`src/rtl/timer_pkg.sv`:
```
// Shared constants for the multi-channel countdown timer.
package timer_pkg;

  localparam logic TIMER_ONESHOT  = 1'b0;
  localparam logic TIMER_PERIODIC = 1'b1;

  localparam int unsigned TIMER_WIDTH      = 16;
  localparam int unsigned TIMER_CHANNELS   = 4;
  localparam int unsigned TIMER_PRESCALE_W = 8;

endpackage

```
`src/rtl/timer_channel.sv`:
```
// One countdown channel: one-shot or auto-reload, with a registered one-cycle done pulse.
module timer_channel
  import timer_pkg::*;
#(
  parameter int unsigned WIDTH = TIMER_WIDTH
) (
  input  logic             clk,
  input  logic             reset,
  input  logic             tick_i,
  input  logic             ld_i,
  input  logic [WIDTH-1:0] ld_cycles_i,
  input  logic             ld_periodic_i,
  input  logic             stp_i,
  output logic             busy_o,
  output logic             done_o
);

  logic [WIDTH-1:0] count_q, count_d;
  logic [WIDTH-1:0] reload_q, reload_d;
  logic             periodic_q, periodic_d;
  logic             done_q, done_d;

  always_comb begin
    count_d    = count_q;
    reload_d   = reload_q;
    periodic_d = periodic_q;
    done_d     = 1'b0;
    if (ld_i) begin
      count_d    = ld_cycles_i;
      reload_d   = ld_cycles_i;
      periodic_d = ld_periodic_i;
    end else if (stp_i) begin
      count_d    = '0;
      periodic_d = TIMER_ONESHOT;
    end else if (tick_i && (count_q != '0)) begin
      if (count_q == WIDTH'(1)) begin
        done_d  = 1'b1;
        count_d = (periodic_q == TIMER_PERIODIC) ? reload_q : '0;
      end else begin
        count_d = count_q - WIDTH'(1);
      end
    end
  end

  always_ff @(posedge clk) begin
    if (reset) begin
      count_q    <= '0;
      reload_q   <= '0;
      periodic_q <= TIMER_ONESHOT;
      done_q     <= 1'b0;
    end else begin
      count_q    <= count_d;
      reload_q   <= reload_d;
      periodic_q <= periodic_d;
      done_q     <= done_d;
    end
  end

  assign busy_o = (count_q != '0);
  assign done_o = done_q;

endmodule

```
`src/rtl/multi_timer.sv`:
```
// Multi-channel countdown timer with a shared load/stop port.
// Optional shared prescaler enabled by defining TIMER_PRESCALE_EN.
module multi_timer
  import timer_pkg::*;
#(
  parameter  int unsigned WIDTH      = TIMER_WIDTH,
  parameter  int unsigned CHANNELS   = TIMER_CHANNELS,
  parameter  int unsigned PRESCALE_W = TIMER_PRESCALE_W,
  localparam int unsigned CH_W       = (CHANNELS > 1) ? $clog2(CHANNELS) : 1
) (
  input  logic                  clk,
  input  logic                  reset,
  input  logic                  load_i,
  input  logic [CH_W-1:0]       load_ch_i,
  input  logic [WIDTH-1:0]      load_cycles_i,
  input  logic                  load_periodic_i,
  input  logic                  stop_i,
  input  logic [CH_W-1:0]       stop_ch_i,
`ifdef TIMER_PRESCALE_EN
  input  logic [PRESCALE_W-1:0] prescale_div_i,
`endif
  output logic [CHANNELS-1:0]   busy_o,
  output logic [CHANNELS-1:0]   done_o
);

  logic tick;

`ifdef TIMER_PRESCALE_EN
  logic [PRESCALE_W-1:0] pcount_q, pcount_d;

  // Free-running; loads do not resynchronise it.
  always_comb begin
    tick     = (pcount_q >= prescale_div_i);
    pcount_d = tick ? '0 : pcount_q + PRESCALE_W'(1);
  end

  always_ff @(posedge clk) begin
    if (reset) begin
      pcount_q <= '0;
    end else begin
      pcount_q <= pcount_d;
    end
  end
`else
  logic unused_prescale_w;
  assign unused_prescale_w = (PRESCALE_W != 0);
  assign tick = 1'b1;
`endif

  logic load_valid;
  assign load_valid = load_i && (load_cycles_i != '0);

  // Out-of-range channel indices never match, so they are ignored.
  for (genvar i = 0; i < CHANNELS; i++) begin : g_ch
    logic ld, stp;
    assign ld  = load_valid && (load_ch_i == CH_W'(i));
    assign stp = stop_i && (stop_ch_i == CH_W'(i));

    timer_channel #(
      .WIDTH(WIDTH)
    ) u_channel (
      .clk          (clk),
      .reset        (reset),
      .tick_i       (tick),
      .ld_i         (ld),
      .ld_cycles_i  (load_cycles_i),
      .ld_periodic_i(load_periodic_i),
      .stp_i        (stp),
      .busy_o       (busy_o[i]),
      .done_o       (done_o[i])
    );
  end

endmodule

```
`config.mk`:
```
export PLATFORM = sky130hd
export DESIGN_NAME = multi_timer
export DESIGN_NICKNAME = d
export VERILOG_FILES = /design/src/rtl/timer_pkg.sv /design/src/rtl/timer_channel.sv /design/src/rtl/multi_timer.sv
export SDC_FILE = /design/constraint.sdc
export NUM_CORES = 1
export LEC_CHECK = 0
export BUFFER_PORTS_ARGS = -buffer_cell sky130_fd_sc_hd__buf_2
export CORE_MARGIN = 3
export CORE_UTILIZATION = 56
export CTS_CLUSTER_DIAMETER = 80
export DETAILED_ROUTE_END_ITERATION = 6
export GPL_TIMING_DRIVEN = 0
export PLACE_DENSITY = 0.77
export SLEW_MARGIN = 20
export SYNTH_ARGS = -nofsm -noshare
export SYNTH_HDL_FRONTEND = slang
export SYNTH_SLANG_ARGS = --single-unit
```
`constraint.sdc`:
```
create_clock -name clk -period 2.1 [get_ports clk]
set_input_delay 0 -clock clk [delete_from_list [all_inputs] [get_ports clk]]
set_output_delay 0 -clock clk [all_outputs]
set_load 0.01 [all_outputs]
```
# Word-level counts from Yosys, hierarchy flattened

Cells that the tools add are included.
W data, S select, Z words.

Input port bits: 25
Logic and storage cells: 94
Register bits: 136
Output and inout port bits: 8

Bitwise operators: 4
Eq/ne operators: 10
Reduce and logical (&&, ||, !) cells: 28
Add/subtract/negate cells: 4
Mux-type cells: 32

Operators by type and width:

| operator                | count |
|---|---|
| $mux W16                | 20 |
| $reduce_bool A16 Y1     | 5 |
| $eq A16 B1 Y1 const B   | 4 |
| $sub A16 B1 Y16 const B | 4 |
| $reduce_or A4 Y1        | 4 |
| $mux W1                 | 12 |
| $reduce_bool A3 Y1      | 4 |
| $logic_and A1 B1 Y1     | 9 |
| $eq A2 B2 Y1 const B    | 4 |
| $reduce_bool A2 Y1      | 4 |
| $eq A2 B1 Y1 const B    | 2 |
| $logic_not A2 Y1        | 2 |
| $not A1 Y1              | 4 |

# Depth between registers and ports, before layout

Gate-level depths: netlist of the first run.

Depth after elaboration: 5
Gate-level depth with buffers: 9
Mapped depth without buffers: 7

# By module

From an unflattened synthesis of the first run, not the netlist that was laid out.

Cells, all modules: 996
Area total of the unflattened synthesis: 7,867.5 um2

By module, submodules not included:

| module        | area an instance (um2) | seq. area each (um2) | cells each | times used |
|---|---|---|---|---|
| timer_channel | 1,939.4                | 680.7                | 245        | 4 |
| multi_timer   | 110.1                  | 0.0                  | 16         | 1 |

# Least setup slack after synthesis of the first run

Ideal clock, no wire load.

Path kind: register -> register
Start point: reg g_ch[3].u_channel.count_q[2]
End point: reg g_ch[3].u_channel.count_q[13]
Required time: 1,983 ps
Setup time: 117 ps
Period minus slack after synthesis: 2,286 ps
Stages on the path, launching flop included: 7
Buffers on the path: 2
Arrival time: 2,169 ps
Setup slack: -186 ps
Cell sequence: dfxtp_1 > or4_1 > clkbuf_1 > nor4_1 > clkbuf_1 > nand2_1 > a32o_1

Longest elaborated chain between the ends: 5
Elaborated cells between the ends (all ways): 8
Classes of those cells: add/sub: 1; eq/ne: 1; mux: 4; reduce/logical: 2

Ends and longest elaborated chain:

| item                                                    | RTL line                                 | text |
|---|---|---|
| from (decl)                                             | timer_channel.sv:18                      | `logic [WIDTH-1:0] count_q, count_d;` |
| from (signal assigned)                                  | timer_channel.sv:52                      | `count_q <= count_d;` |
| $sub A16 B1 Y16 / $eq A16 B1 Y1 (equally long branches) | timer_channel.sv:40, timer_channel.sv:36 |  |
| $mux W16                                                | timer_channel.sv:36                      | `if (count_q == WIDTH'(1)) begin` |
| $mux W16                                                | timer_channel.sv:35                      | `end else if (tick_i && (count_q != '0)) begin` |
| $mux W16                                                | timer_channel.sv:32                      | `end else if (stp_i) begin` |
| $mux W16                                                | timer_channel.sv:28                      | `if (ld_i) begin` |

Several ways; a longest one is shown, not always the timed one. The select of a mux whose other input is x is not followed.
A chain may end at the register's enable or synchronous reset.

# Worst setup path after layout of the first run

Start point: reg g_ch[1].u_channel.count_q[6]
End point: out busy_o[1]

Longest elaborated chain between the ends: 1

Ends and longest elaborated chain:

| item                   | RTL line            | text |
|---|---|---|
| from (decl)            | timer_channel.sv:18 |  |
| from (signal assigned) | timer_channel.sv:52 |  |
| $reduce_bool A16 Y1    | timer_channel.sv:59 | `assign busy_o = (count_q != '0);` |
| to (decl)              | multi_timer.sv:22   | `output logic [CHANNELS-1:0] busy_o,` |

Every way passes these cells.

==> flow_summary_export.csv, run 1 <==
group,metric,value,unit
yosys,synth_cell_types,63,
clock_network,numCtsBuffers,17,
setup_path,path_buf_inv,3,
place,dp_slack,-0.757,ns
sta,setup_tns,-0.0738,ns
setup_path,cpPeakStageDelay,0.42,ns
route,drt_iter0_drc,850,
route,route.detailed.drc,0,
yosys,yosysSeqAreaShare,38.7,%
global_route,grt_util_met3,7.37,%
layout,stdcell_count,1150,
floorplanning,ios,33,
outcome,violations,"hold timing, setup timing",
global_route,use_met1,41.5,%
floorplanning,die_w,118,µm
sta,fin_skew,0.00605,ns
route,wl,22.9,mm
sta,fmaxAchievable,0.460,GHz
sta,maxSlewHeadroom,38.4,%
yosys,synth_ff_type,"dfxtp_1",
layout,insertedDiodeCount,0,
route,routedWlPerCell,19.9,µm
place,dp.cells,1094,
setup_path,slowest_stage,"nor4_4",
sta,whs,-0.00625,ns
setup_path,startpoint_type,"flop",
clock_network,clk_latency,0.42,ns
route,postRouteAntennaNets,0,
run,drv_cap,0,
yosys,synth_area_per_cell,7.77,µm²
sta,hold_viol,2,
floorplanning,rows,40,
setup_path,crit_family,"simple AND/OR/NAND/NOR gates",
yosys,syn_area,7040,µm²
setup_path,path_cells,"nor4_4, nand4_1, nor3_4, inv_1, buf_4, buf_2",
yosys,async_reset_ff_share,0,%
setup_path,cp.arrival,2.17,ns
worst_hold_path,holdCritPathClass,"input port to flop",
yosys,ys_warn_count,0,
setup_path,path_class,"flop to primary output",
setup_path,end_kind,"primary output",
layout,area.growth.synth_to_final,21.4,%
place,port_buffers,20,
layout,final_cell_area,8550,µm²
route,firstDrtPassIters,7,
route,num_vias,7213,
outcome,status,"finished with violations",
floorplanning,initial_core_util,57.9,%
clock_network,cts_max_level,4,
clock_network,cts_root_buf,"clkbuf_16",
sta,final.period_utilization,104,%
layout,layout-drive-gt1-share,16.3,%
clock_network,tritoncts,"yes",
global_route,grt_start_max_net_pins,17,
pwr,p_leak,0.00320,µW
floorplanning,die_y,118,µm
global_route,grt_pass1_vias,6816,
pwr,power,13000,µW
pwr,ir_worst_vdd,0.00104,V
sta,slew_violations,0,
sta,setup_viol,1,
yosys,synth_seq_cells,136,
global_route,grt_usage,32.0,%
sta,fin_ws,-0.0738,ns
sta,period_minus_slack,2.17,ns
floorplanning,die_area,14000,µm²
yosys,synth_edf_count,0,
setup_path,worstPathMaxFanout,5,
place,place_congestion,0.940,
sta,rsz0062_at_grt,"true",
setup_path,required,2.10,ns
global_route,overflow,0,
global_route,top_usage_layer,"met2",
place,hpwlAfterDp,14.2,mm
sta,worst_pin_slew,0.921,ns
place,placedInstanceArea,7390,µm²
clock_network,clockBufferDepth,2,
pwr,p_per_area,1520,nW/µm²
global_route,antenna_found_initial,0,
floorplanning,core,12200,µm²
layout,nets,1005,
global_route,use_met2,50.3,%
global_route,grt_pass1_wl,35.6,mm
yosys,syn_nets,939,
yosys,syn_inst,906,
clock_network,cts.sinks,136,
clock_network,path_clk_slew,0.06,ns
route,viasPerCell,6.27,
-- path summary, 6_finish.rpt --
kind,startpoint,to,slack [ns],cells past startpoint
max,g_ch[1].u_channel.count_q[6],busy_o[1],-0.07,6
min,load_cycles_i[12],g_ch[1].u_channel.reload_q[12],-0.006,3
max reg2reg,g_ch[3].u_channel.count_q[3],g_ch[3].u_channel.count_q[11],0.03,6
min reg2reg,g_ch[1].u_channel.reload_q[4],g_ch[1].u_channel.reload_q[4],0.45,2
-- flip-flops by register name (all words and copies together), names as in the netlist --
| name | count |
|---|---|
| g_ch.u_channel.count_q | 64 |
| g_ch.u_channel.done_o | 4 |
| g_ch.u_channel.periodic_q | 4 |
| g_ch.u_channel.reload_q | 64 |
-- kinds of logic after synthesis --
family | synth area share [%]
multiplexers | 0.426
flip-flops | 38.7
XOR/XNOR | 5.35
AO/OA/AOI/OAI | 20.7
buffers and inverters | 5.22
adder cells (fa/ha/maj) | 1.42
AND/OR/NAND/NOR | 28.2
-- per-layer routing --
layer | wire [µm] | up-vias
met5 | 0 | -
met4 | 871 | 0
met3 | 1980 | 69
met2 | 10700 | 372
met1 | 9320 | 3406
li1 | - | 3366
-- timing repair --
action,in CTS,in global routing
cloned,1,0
setup buffers,11,11
resized for setup,47,61
endpoints found under the hold margin,26,0
endpoints found under the setup margin,91,107
pin swaps,11,12
hold buffers,12,0
-- metrics by stage --
step                hold slack [ns]  util [%]
floorplan                     0.108         -
global placement              0.323      60.7
detailed placement            0.326      60.7
CTS                          0.0115      68.6
global route                 0.0225      70.3
finish                     -0.00625      70.3
-- cells in the final DEF, fill, tap and decap left out, drive strengths merged, types with 4 or more instances in the layout --
master       count
a21o             5
a21oi           98
a22o            14
a22oi            7
a31oi           11
a32o            19
and3            10
and4             5
buf             61
clkbuf          74
dfxtp          136
dlygate4sd3     12
ha               8
inv             12
nand2          212
nand2b           9
nand3           30
nand3b           6
nand4           19
nand4b           8
nor2            43
nor2b            5
nor3            12
nor3b            6
nor4            21
o211ai           4
o21ai           25
o31a             4
o31ai            5
o32ai            7
o41ai            4
or4              9
xnor2           14
xor2            29
-- tightest hold or removal path, cell delays in order --
cell	delay, ns
clkbuf_2	0.20
nand2_1	0.10
a21oi_1	0.06
-- synthesized netlist by cell type, drive strengths merged, types with 3 or more instances --
master  count  share of area (%)
nand4      19                1.7
or4         9                1.1
clkbuf     55                2.9
nand2b      9               0.80
a32o       19                2.7
xor2       29                3.6
nor3b       6               0.64
nor2b       5               0.44
and4b       3               0.43
nor2       43                2.4
o21ai      25                1.8
a21oi      98                7.1
xnor2      14                1.7
buf        19                1.7
a31oi      11               0.98
inv        11               0.59
o41ai       4               0.76
nor3       12               0.85
o32ai       7               0.87
nand3      30                2.1
mux2i       3               0.43
nor4       21                2.1
o211ai      4               0.43
a21o        5               0.53
nand2     212                 11
and3       10               0.89
and4        5               0.62
dfxtp     136                 39
or2         3               0.27
o31a        4               0.50
a22oi       7               0.75
o31ai       5               0.53
and3b       3               0.37
ha          8                1.4
nand4b      8               0.99
nand3b      6               0.64
a22o       14                1.7
-- power breakdown --
group / leakage (µW) / internal (µW) / total [µW] / switching, µW
sequential: 0.00111 / 3150 / 3900 / 745
combinational: 0.00181 / 2890 / 6200 / 3310
clock: 0.000276 / 1850 / 2940 / 1090
total: 0.00320 / 7900 / 13000 / 5150
-- layout make-up --
type / count / area, µm²
Multi-Input combinational cell: 684 / 4260
Sequential cell: 136 / 2740
Clock inverter: 3 / 65.1
Timing Repair Buffer: 55 / 393
Inverter: 12 / 47.5
Tap cell: 168 / 210
Fill cell: 981 / 3610
Buffer: 66 / 348
Clock buffer: 26 / 499
Power figures use the tool's default switching activity.
==> run 2: changes to the inputs <==
Settings changed: RECOVER_POWER from default to 25.
==> run 2 against run 1 <==
  * The flow still finishes with violations (hold timing, setup timing)
  * Count of clock-buffer cells in the layout unchanged
  * Total power hardly changed
  * Utilization is 0.20 points lower
  * Combinational power about the same
  * Hold slack worse by 0.0039 ns
  * Maximum frequency increased by 0.11%
  * Non-clock buffer count unchanged
  * Critical path depth unchanged
  * Largest cell class unchanged
==> flow_summary_export.csv, run 2 (same netlist as run 1, synthesis figures left out) <==
group,metric,value,unit
layout,final_util,70.1,%
pwr,p_per_area,1530,nW/µm²
setup_path,worstPathMaxFanout,5,
route,num_vias,7214,
sta,setup_tns,-0.642,ns
sta,hold_viol,2,
run,drv_cap,0,
global_route,antenna_found_initial,0,
worst_hold_path,holdCritPathClass,"input port to flop",
layout,final_cell_area,8530,µm²
sta,period_minus_slack,2.17,ns
sta,worst_pin_slew,0.915,ns
global_route,grt_pass1_wl,35.6,mm
pwr,ir_worst_vdd,0.00104,V
layout,final_cell_mix,"nand2_1, dfxtp_1, a21oi_1, nor2_1, clkbuf_1",
layout,nets,1005,
route,drt_iter0_drc,885,
place,placedInstanceArea,7390,µm²
clock_network,numCtsBuffers,17,
pwr,p_leak,0.00317,µW
sta,fmaxAchievable,0.461,GHz
global_route,grt_start_max_net_pins,17,
floorplanning,ios,33,
layout,nFillCells,981,
layout,multi_input_area,4240,µm²
setup_path,startpoint_type,"flop",
sta,rsz0062_at_grt,"true",
place,port_buffers,20,
sta,maxSlewHeadroom,38.8,%
sta,fin_skew,0.00654,ns
floorplanning,die_w,118,µm
place,hpwlAfterDp,14.2,mm
place,place_congestion,0.940,
route,firstDrtPassIters,5,
floorplanning,core,12200,µm²
layout,insertedDiodeCount,0,
setup_path,cp.arrival,2.17,ns
clock_network,tritoncts,"yes",
layout,layout_commonest_cell,"nand2_1",
global_route,grt_pass1_vias,6816,
setup_path,path_class,"flop to primary output",
sta,whs,-0.0102,ns
sta,final.period_utilization,103,%
global_route,overflow,0,
outcome,violations,"hold timing, setup timing",
floorplanning,die_y,118,µm
setup_path,end_kind,"primary output",
setup_path,required,2.10,ns
route,viasPerCell,6.27,
layout,ff_latch_area,2740,µm²
sta,setup_viol,22,
layout,area.growth.synth_to_final,21.1,%
route,postRouteAntennaNets,0,
route,wl,22.9,mm
floorplanning,initial_core_util,57.9,%
clock_network,clk_latency,0.43,ns
route,route.detailed.drc,0,
route,routedWlPerCell,19.9,µm
pwr,power,13000,µW
floorplanning,rows,40,
layout,top_regs,"g_ch.u_channel.count_q: 64 flops, g_ch.u_channel.reload_q: 64 flops",
clock_network,cts_max_level,4,
sta,fin_ws,-0.0714,ns
clock_network,cts_root_buf,"clkbuf_16",
layout,layout-drive-gt1-share,15.6,%
sta,slew_violations,0,
clock_network,cts.sinks,136,
floorplanning,die_area,14000,µm²
clock_network,clockBufferDepth,2,
outcome,status,"finished with violations",
clock_network,path_clk_slew,0.06,ns
global_route,grt_usage,32.0,%
==> run 2: cell types whose count changed in the layout (fill, tap and decap cells not counted), sizes merged <==
cell	before	now
buf	61	56
clkbuf	74	79
==> run 2: final timing paths <==
kind,from,to,slack (ns),depth (start not counted)
worst max-delay path,g_ch[1].u_channel.count_q[6],busy_o[1],-0.07,6
worst max register to register,g_ch[3].u_channel.count_q[10],g_ch[3].u_channel.count_q[11],0.07,6
worst min register to register,g_ch[1].u_channel.reload_q[4],g_ch[1].u_channel.reload_q[4],0.45,2
worst min-delay path,load_cycles_i[12],g_ch[1].u_channel.reload_q[12],-0.01,3
==> run 2: area by class of cell <==
type / count / area share [%]
tap: 168 / 2.46
timing repair buffer: 55 / 4.55
inverter: 12 / 0.557
clock inverter: 3 / 0.763
buffer: 66 / 4.06
sequential: 136 / 32.1
multi-input combinational: 684 / 49.7
clock buffer: 26 / 5.85
==> run 2: repair_timing <==
item | 4_1_cts | 5_1_grt
endpoints found under the setup margin | 91 | 107
gates cloned | 1 | 0
endpoints found under the hold margin | 26 | 0
buffers inserted | 11 | 11
resized for setup | 47 | 61
pin swaps | 11 | 12
hold buffers | 12 | 0
==> run 2: layer usage <==
| metal | global-route usage [%] | up-vias | share of wire, % |
|---|---|---|---|
| met2 | 50.3 | 366 | 47 |
| met3 | 7.37 | 73 | 8.4 |
| met4 | 15.2 | 0 | 3.9 |
| met1 | 41.5 | 3415 | 41 |
| li1 | - | 3360 | - |
| met5 | 0 | - | 0 |
==> run 2: metrics by stage <==
step | std cells | worst slack [ns]
after detailed placement | 1094 | -0.757
after global placement | 1094 | -0.713
after CTS | 1140 | -0.0228
after global routing | 1150 | -0.188
final | 1150 | -0.0714
after floorplan | 906 | 0.00239
==> run 2: critical path, stage by stage, from the launching register on <==
cell     delay (ns)
dfxtp_2        0.35
nor4_4         0.42
nand4_1        0.28
nor3_4         0.36
inv_1          0.08
buf_4          0.13
buf_2          0.13
==> run 2: report_power, final <==
part           leakage [µW]  switching, µW  total (µW)  internal [µW]
Clock              0.000276           1100        2950           1850
Sequential          0.00111            744        3900           3150
Combinational       0.00178           3310        6200           2890
